`src/rtl/serial_match_counter_pkg.sv`:
```
// Shared state encoding and parameter legality helper for serial_match_counter.
package serial_match_counter_pkg;

    typedef enum logic [1:0] {
        StIdle  = 2'd0,
        StShift = 2'd1,
        StDone  = 2'd2
    } state_e;

    // True when the parameter pair is legal: 1 <= width <= 64 and 2**cnt_bits > width.
    function automatic bit cnt_bits_ok(input int unsigned width, input int unsigned cnt_bits);
        if (width < 1 || width > 64) begin
            return 1'b0;
        end
        if (cnt_bits >= 31) begin
            return 1'b1;
        end
        return (32'd1 << cnt_bits) > width;
    endfunction

endpackage

```
`src/rtl/match_bit_cell.sv`:
```
// Single-bit compare cell: optional input inversion followed by XNOR.
module match_bit_cell #(
    parameter logic [1:0] InvertMask = 2'b00
) (
    input  logic bit_a,
    input  logic bit_b,
    output logic match
);

    assign match = ~((bit_a ^ InvertMask[0]) ^ (bit_b ^ InvertMask[1]));

endmodule

```
`src/rtl/serial_match_counter.sv`:
```
// Bit-serial word compare: accumulates an all-equal flag and a matching-bit count
// over WIDTH bit pairs, then pulses done for one cycle.
module serial_match_counter
    import serial_match_counter_pkg::*;
#(
    parameter int unsigned WIDTH      = 8,
    parameter int unsigned CNT_BITS   = 4,
    parameter logic [1:0]  InvertMask = 2'b00
) (
    input  logic                clock,
    input  logic                reset_n,
    input  logic                start,
    input  logic                bit_valid,
    input  logic                bit_a,
    input  logic                bit_b,
    output logic                busy,
    output logic                done,
    output logic                equal,
    output logic [CNT_BITS-1:0] match_count
);

    localparam int unsigned IdxBits = (WIDTH > 1) ? $clog2(WIDTH) : 1;
    localparam logic [IdxBits-1:0] LastIdx = IdxBits'(WIDTH - 1);

    if (!cnt_bits_ok(WIDTH, CNT_BITS)) begin : gen_bad_params
        $error("serial_match_counter: illegal WIDTH/CNT_BITS combination");
    end

    state_e              state_q, state_d;
    logic [IdxBits-1:0]  idx_q, idx_d;
    logic [CNT_BITS-1:0] run_cnt_q, run_cnt_d;
    logic                acc_q, acc_d;
    logic                equal_q, equal_d;
    logic [CNT_BITS-1:0] count_q, count_d;
    logic                match;

    match_bit_cell #(
        .InvertMask(InvertMask)
    ) u_match_bit_cell (
        .bit_a(bit_a),
        .bit_b(bit_b),
        .match(match)
    );

    always_comb begin
        state_d   = state_q;
        idx_d     = idx_q;
        run_cnt_d = run_cnt_q;
        acc_d     = acc_q;
        equal_d   = equal_q;
        count_d   = count_q;

        case (state_q)
            StIdle: begin
                if (start) begin
                    state_d   = StShift;
                    idx_d     = '0;
                    run_cnt_d = '0;
                    acc_d     = 1'b1;
                end
            end
            StShift: begin
                if (bit_valid) begin
                    run_cnt_d = run_cnt_q + CNT_BITS'(match);
                    acc_d     = acc_q & match;
                    if (idx_q == LastIdx) begin
                        // Results publish on the same edge that samples the last bit.
                        state_d = StDone;
                        idx_d   = '0;
                        equal_d = acc_q & match;
                        count_d = run_cnt_q + CNT_BITS'(match);
                    end else begin
                        idx_d = idx_q + 1'b1;
                    end
                end
            end
            StDone: begin
                state_d = StIdle;
            end
            default: begin
                state_d = StIdle;
            end
        endcase
    end

    always_ff @(posedge clock or negedge reset_n) begin
        if (!reset_n) begin
            state_q   <= StIdle;
            idx_q     <= '0;
            run_cnt_q <= '0;
            acc_q     <= 1'b1;
            equal_q   <= 1'b0;
            count_q   <= '0;
        end else begin
            state_q   <= state_d;
            idx_q     <= idx_d;
            run_cnt_q <= run_cnt_d;
            acc_q     <= acc_d;
            equal_q   <= equal_d;
            count_q   <= count_d;
        end
    end

    assign busy        = (state_q == StShift);
    assign done        = (state_q == StDone);
    assign equal       = equal_q;
    assign match_count = count_q;

endmodule

```
`config.mk`:
```
export PLATFORM = sky130hd
export DESIGN_NAME = serial_match_counter
export DESIGN_NICKNAME = d
export VERILOG_FILES = /design/src/rtl/serial_match_counter_pkg.sv /design/src/rtl/match_bit_cell.sv /design/src/rtl/serial_match_counter.sv
export SDC_FILE = /design/constraint.sdc
export NUM_CORES = 1
export LEC_CHECK = 0
export CAP_MARGIN = 25
export CORE_MARGIN = 2
export CORE_UTILIZATION = 35
export CTS_CLUSTER_SIZE = 30
export DETAILED_ROUTE_END_ITERATION = 8
export GPL_ROUTABILITY_DRIVEN = 0
export PLACE_DENSITY = 0.64
export SYNTH_ARGS = -nofsm -noshare
export SYNTH_HDL_FRONTEND = slang
export SYNTH_SLANG_ARGS = --single-unit
```
`constraint.sdc`:
```
create_clock -name clock -period 1.8 [get_ports clock]
set_input_delay 0.54 -clock clock [delete_from_list [all_inputs] [get_ports clock]]
set_output_delay 0.54 -clock clock [all_outputs]
set_load 0.1 [all_outputs]
```
# After elaboration in Yosys (flattened, before gate mapping)
# Index checks and enable logic that the tools add are counted.
# Widths: inputs -> output; s select.
totals:
  regBits: 15
classes:
  addsub: 2
  eq_ne: 6
  n_mux: 14
  bitwise: 3
  reduce_logical: 5
op_table:
  columns: ["operator", "count"]
  rows:
  - ["$mux 3", 3]
  - ["$reduce_and 3->1", 3]
  - ["$mux 4", 2]
  - ["$pmux 4 s2", 1]
  - ["$mux 2", 3]
  - ["$pmux 3 s2", 1]
  - ["$add 4x1->4", 1]
  - ["$ne 2x2->1 const B", 2]
  - ["$pmux 2 s2", 1]
  - ["$add 3x1->3 const B", 1]
  - ["$eq 3x3->1 const B", 1]
  - ["$eq 2x1->1 const B", 1]
  - ["$eq 2x2->1 const B", 1]
  - ["$logic_not 2->1", 1]
  - ["$mux 1", 2]
  - ["$ne 2x1->1 const B", 1]
  - ["$pmux 1 s2", 1]
  - ["$reduce_bool 2->1", 1]
  - ["$and 1x1->1", 1]
  - ["$not 1->1", 1]
  - ["$xor 1x1->1", 1]

# Logic depth before layout (Yosys ltp)
logic_depth:
  depth_word: 5
  mapped_depth: 6
  depth_no_buf: 6

# Modules after synthesis
# From an unflattened synthesis, not the netlist that was laid out.
unflattened:
  hier_cells: 65
  hier_area_um2: 750.7
modules_own_cells:
  columns: ["mod", "n_inst", "cells_per_inst", "area_each_um2", "seq_area_each_um2"]
  rows:
  - ["serial_match_counter", 1, 64, 742.0, 376.6]
  - ["match_bit_cell", 1, 1, 8.8, 0.0]

# Least setup slack after synthesis
# OpenSTA, ideal clock, no wires.
synth_path:
  kind: "register to output"
  start: "reg state_q[0]"
  end: "out busy"
  t_arrival_ps: 2088
  slack_ps: -828
  path_stages_with_launch: 3
  n_path_buf: 1
  path_cell_list: "dfrtp_1 -> clkbuf_1 -> nor2b_1"
synth_between:
  elab_chain_cells: 1
synth_lines:
  columns: ["item", "line", "source"]
  rows:
  - ["start: declaration", "serial_match_counter.sv:29", "state_e state_q, state_d;"]
  - ["start signal: assignment", "serial_match_counter.sv:88", "state_q <= StIdle;"]
  - ["start signal: assignment", "serial_match_counter.sv:95", "state_q <= state_d;"]
  - ["$eq 2x1->1", "serial_match_counter.sv:104", "assign busy = (state_q == StShift);"]
  - ["end: declaration", "serial_match_counter.sv:16", "output logic busy,"]
# No other way between the ends.

# Worst setup path in the final report
layout_path:
  start: "reg state_q[1]"
  end: "out done"
layout_between:
  elab_chain_cells: 1
layout_lines:
  columns: ["item", "line", "source"]
  rows:
  - ["$eq 2x2->1", "serial_match_counter.sv:105", "assign done = (state_q == StDone);"]
  - ["end: declaration", "serial_match_counter.sv:17", "output logic done,"]
# No other way between the ends.

==> out/results.ini <==
[critical_path]
critPathMaxStageDelay_ns = 0.47
cp_slowest_cell = dfrtp_2
critPathBufInv = 2
timing.rr.start = idx_q[0]
critPathLaunchType = flop
arrival_ns = 1.16
cp_cell_sequence = inv_1 -> nor2_4 -> buf_12
critPathTopFamily = flip-flops
crit_required_ns = 1.26
critPathLaunch = state_q[1]
crit_type = flop to output pin
critPathCaptureType = output pin
crit_fanout = 6

[hold_path]
min-delay-path-class = flop to flop
min_from = acc_q

[cells_and_area]
stdcell_area_um2 = 1081
multi_input_area_um2 = 384.1
drive_above_1_share_pct = 32.18
nFillCells = 180
seqCellArea_um2 = 377.9
instances_no_fill = 114
antenna_cells = 0
nets = 98
syn_to_final_growth_pct = 44.00

[logic_synthesis]
ys_ff_latch = 15
ys_seq_area_share_pct = 50.17
yosysUniqueCellTypes = 24
synth_area_per_cell_um2 = 11.55
syn_inst = 65
ys_warn_count = 0
syn_nets = 75
syn-cell-area_um2 = 750.7

[cts]
cts_max_path_buffers = 2
clkLatencyLatePin_ns = 0.28
cts_inserted_buffers = 3
cts_tree = yes
htreeDepth = 1
cts.sinks = 15
clk_pin_slew_ns = 0.09
cts.hold.buffers_added = 0
cts-root-buf = clkbuf_4

[detailed_routing]
routed_wl_mm = 1.540
avgViaCountPerCell = 5.123
via_count = 584
drc = 0
avgRoutedWirePerCell_um = 13.51
drt_iter0_drc = 9
antenna_left = 0
drtPass1Iterations = 4

[global_routing]
grt_max_degree = 16
grt_usage_pct = 14.42
overflow = 0
antenna_found_initial = 0
grt_pass1_wl_mm = 2.718
grt_pass1_vias = 634

[timing]
fin_crit_sh_pct = 94.39
rsz0062_at_grt = no
setup_viol = 0
tightest_slew_ns = 0.2622
slew_viol_final = 0
fin_hold_ws_ns = 0.5168
min_period_ns = 1.699
setup_tns_ns = 0
timing.fmax_ghz = 0.5886
timing.slew.headroom_pct = 82.46
hold_viol_final = 0
finClkSkew_ns = 0.003398

[floorplanning]
fp.dieH_um = 50.32
rows = 16
die_w_um = 50.32
initial_core_util_pct = 37.50
die_area_um2 = 2532
coreArea_um2 = 2002
io_pins = 13

[power]
power_frac_comb_pct = 55.4
seqPwrFrac_pct = 33.7
swShare_pct = 44.62
powerDensity_nw_per_um2 = 1654
p_int_mw = 0.9901
peakVddDrop_mv = 1.224
power_leakage_nw = 0.5339
totalPowerFinal_mw = 1.788
power_frac_clock_pct = 11.0
p_sw_mw = 0.7977

[run]
drv_cap = 0

[placement]
place_inst = 110
hpwlAfterDp_mm = 1.038
port_buffers = 12
dpl_cell_area_um2 = 1039

[status]
outcome = finished, final reports clean

## state kept, by name (all words and copies together) (netlist names)
register / cells
match_count: 4
run_cnt_q: 4
idx_q: 3
state_q: 2
acc_q: 1
equal: 1
## area by class of cell
| class | count | share of cell area (%) |
|---|---|---|
| well taps | 27 | 3.125 |
| multi-input cells | 46 | 35.53 |
| repair buffers | 19 | 22.92 |
| clock buffers | 4 | 2.431 |
| flip-flops and latches | 15 | 34.95 |
| inverters | 3 | 1.042 |
## final timing paths
path / endpoint / slack, ns / depth (start not counted)
max in group asynchronous: acc_q / 0.99 / 2
worst max register to register: match_count[1] / 0.33 / 4
min in group asynchronous: match_count[2] / 0.57 / 2
worst min-delay path: acc_q / 0.52 / 2
worst min register to register: acc_q / 0.52 / 2
worst max-delay path: done / 0.10 / 3
## worst register-to-register path, cell delays in order, from the launching register on
cell and delay (ns):
dfrtp_1 0.42, ha_1 0.21, ha_1 0.23, nand4b_4 0.16, mux2_2 0.34
## kinds of logic after synthesis
| group | count (synthesis) | share of synthesized area, % |
|---|---|---|
| compound gates | 22 | 21.00 |
| xor+xnor | 3 | 3.501 |
| fa+ha+maj | 4 | 6.667 |
| buf+inv | 4 | 1.999 |
| flops | 15 | 50.17 |
| mux | 2 | 3.499 |
| simple gates | 15 | 13.17 |
## cells in the mapped netlist (all sizes together)
| library cell | n | share of area (%) |
|---|---|---|
| mux2 | 2 | 3.5 |
| dfstp | 1 | 3.5 |
| o21bai | 1 | 1.0 |
| clkbuf | 1 | 0.50 |
| ha | 4 | 6.7 |
| a21oi | 3 | 2.0 |
| a211o | 1 | 1.2 |
| nand2 | 7 | 3.5 |
| xnor2 | 3 | 3.5 |
| and4b | 1 | 1.3 |
| o21ai | 5 | 3.3 |
| a31oi | 1 | 0.83 |
| and3 | 1 | 0.83 |
| nor2 | 2 | 1.0 |
| nor2b | 2 | 2.7 |
| dfrtp | 14 | 47 |
| o31ai | 1 | 1.0 |
| nand3 | 1 | 0.67 |
| a22o | 10 | 12 |
| inv | 3 | 1.5 |
| nand4b | 1 | 3.2 |
## power groups by stage
| stage | Clock, mW | Sequential, mW | Combinational [mW] |
|---|---|---|---|
| 6_report | 0.196 | 0.602 | 0.990 |
| 5_1_grt | 0.219 | 0.623 | 1.05 |
| 4_1_cts | 0.204 | 0.602 | 0.991 |
| 3_5_place_dp | 0 | 0.605 | 0.988 |
| 3_3_place_gp | 0 | 0.601 | 0.973 |
| 2_1_floorplan | 0 | 0.839 | 0.411 |
## placed cells by master (no fill, tap or decap)
master	n
clkbuf_1	1
inv_1	2
nand3_1	1
xnor2_2	1
buf_4	7
dfstp_2	1
mux2_4	1
a211o_1	1
a21oi_1	3
clkdlybuf4s50_1	3
buf_12	7
nor2_1	1
dlymetal6s2s_1	2
nand2_1	7
ha_1	3
dfrtp_1	13
nand4b_4	1
a22o_1	10
nor2_4	1
o21bai_1	1
xnor2_1	2
inv_2	1
o21ai_1	5
mux2_2	1
and3_1	1
a31oi_1	1
dfrtp_2	1
clkbuf_4	3
ha_2	1
and4b_1	1
nor2b_4	2
o31ai_1	1
## per-stage QoR
stage               utilization, %  worst slack, ns
floorplan                        -         -0.08474
global placement             51.88          -0.2499
detailed placement           51.88          -0.2865
CTS                          53.19         0.003968
global route                 54.00          0.04298
finish                       54.00           0.1010
## timing repair
| item | 4_1_cts | 5_1_grt |
|---|---|---|
| endpoints found under the setup margin | 0 | 3 |
| resized for setup | 0 | 5 |
| setup buffers | 0 | 0 |
## metal layers
layer,part of all wire [%],up-vias,GRT usage [%]
met5,0,-,0
met4,0.84,0,5.405
met3,6.2,2,5.655
met2,48,19,23.25
met1,45,278,17.33
li1,-,285,-
Note: power is estimated with default switching activity, not from simulation.
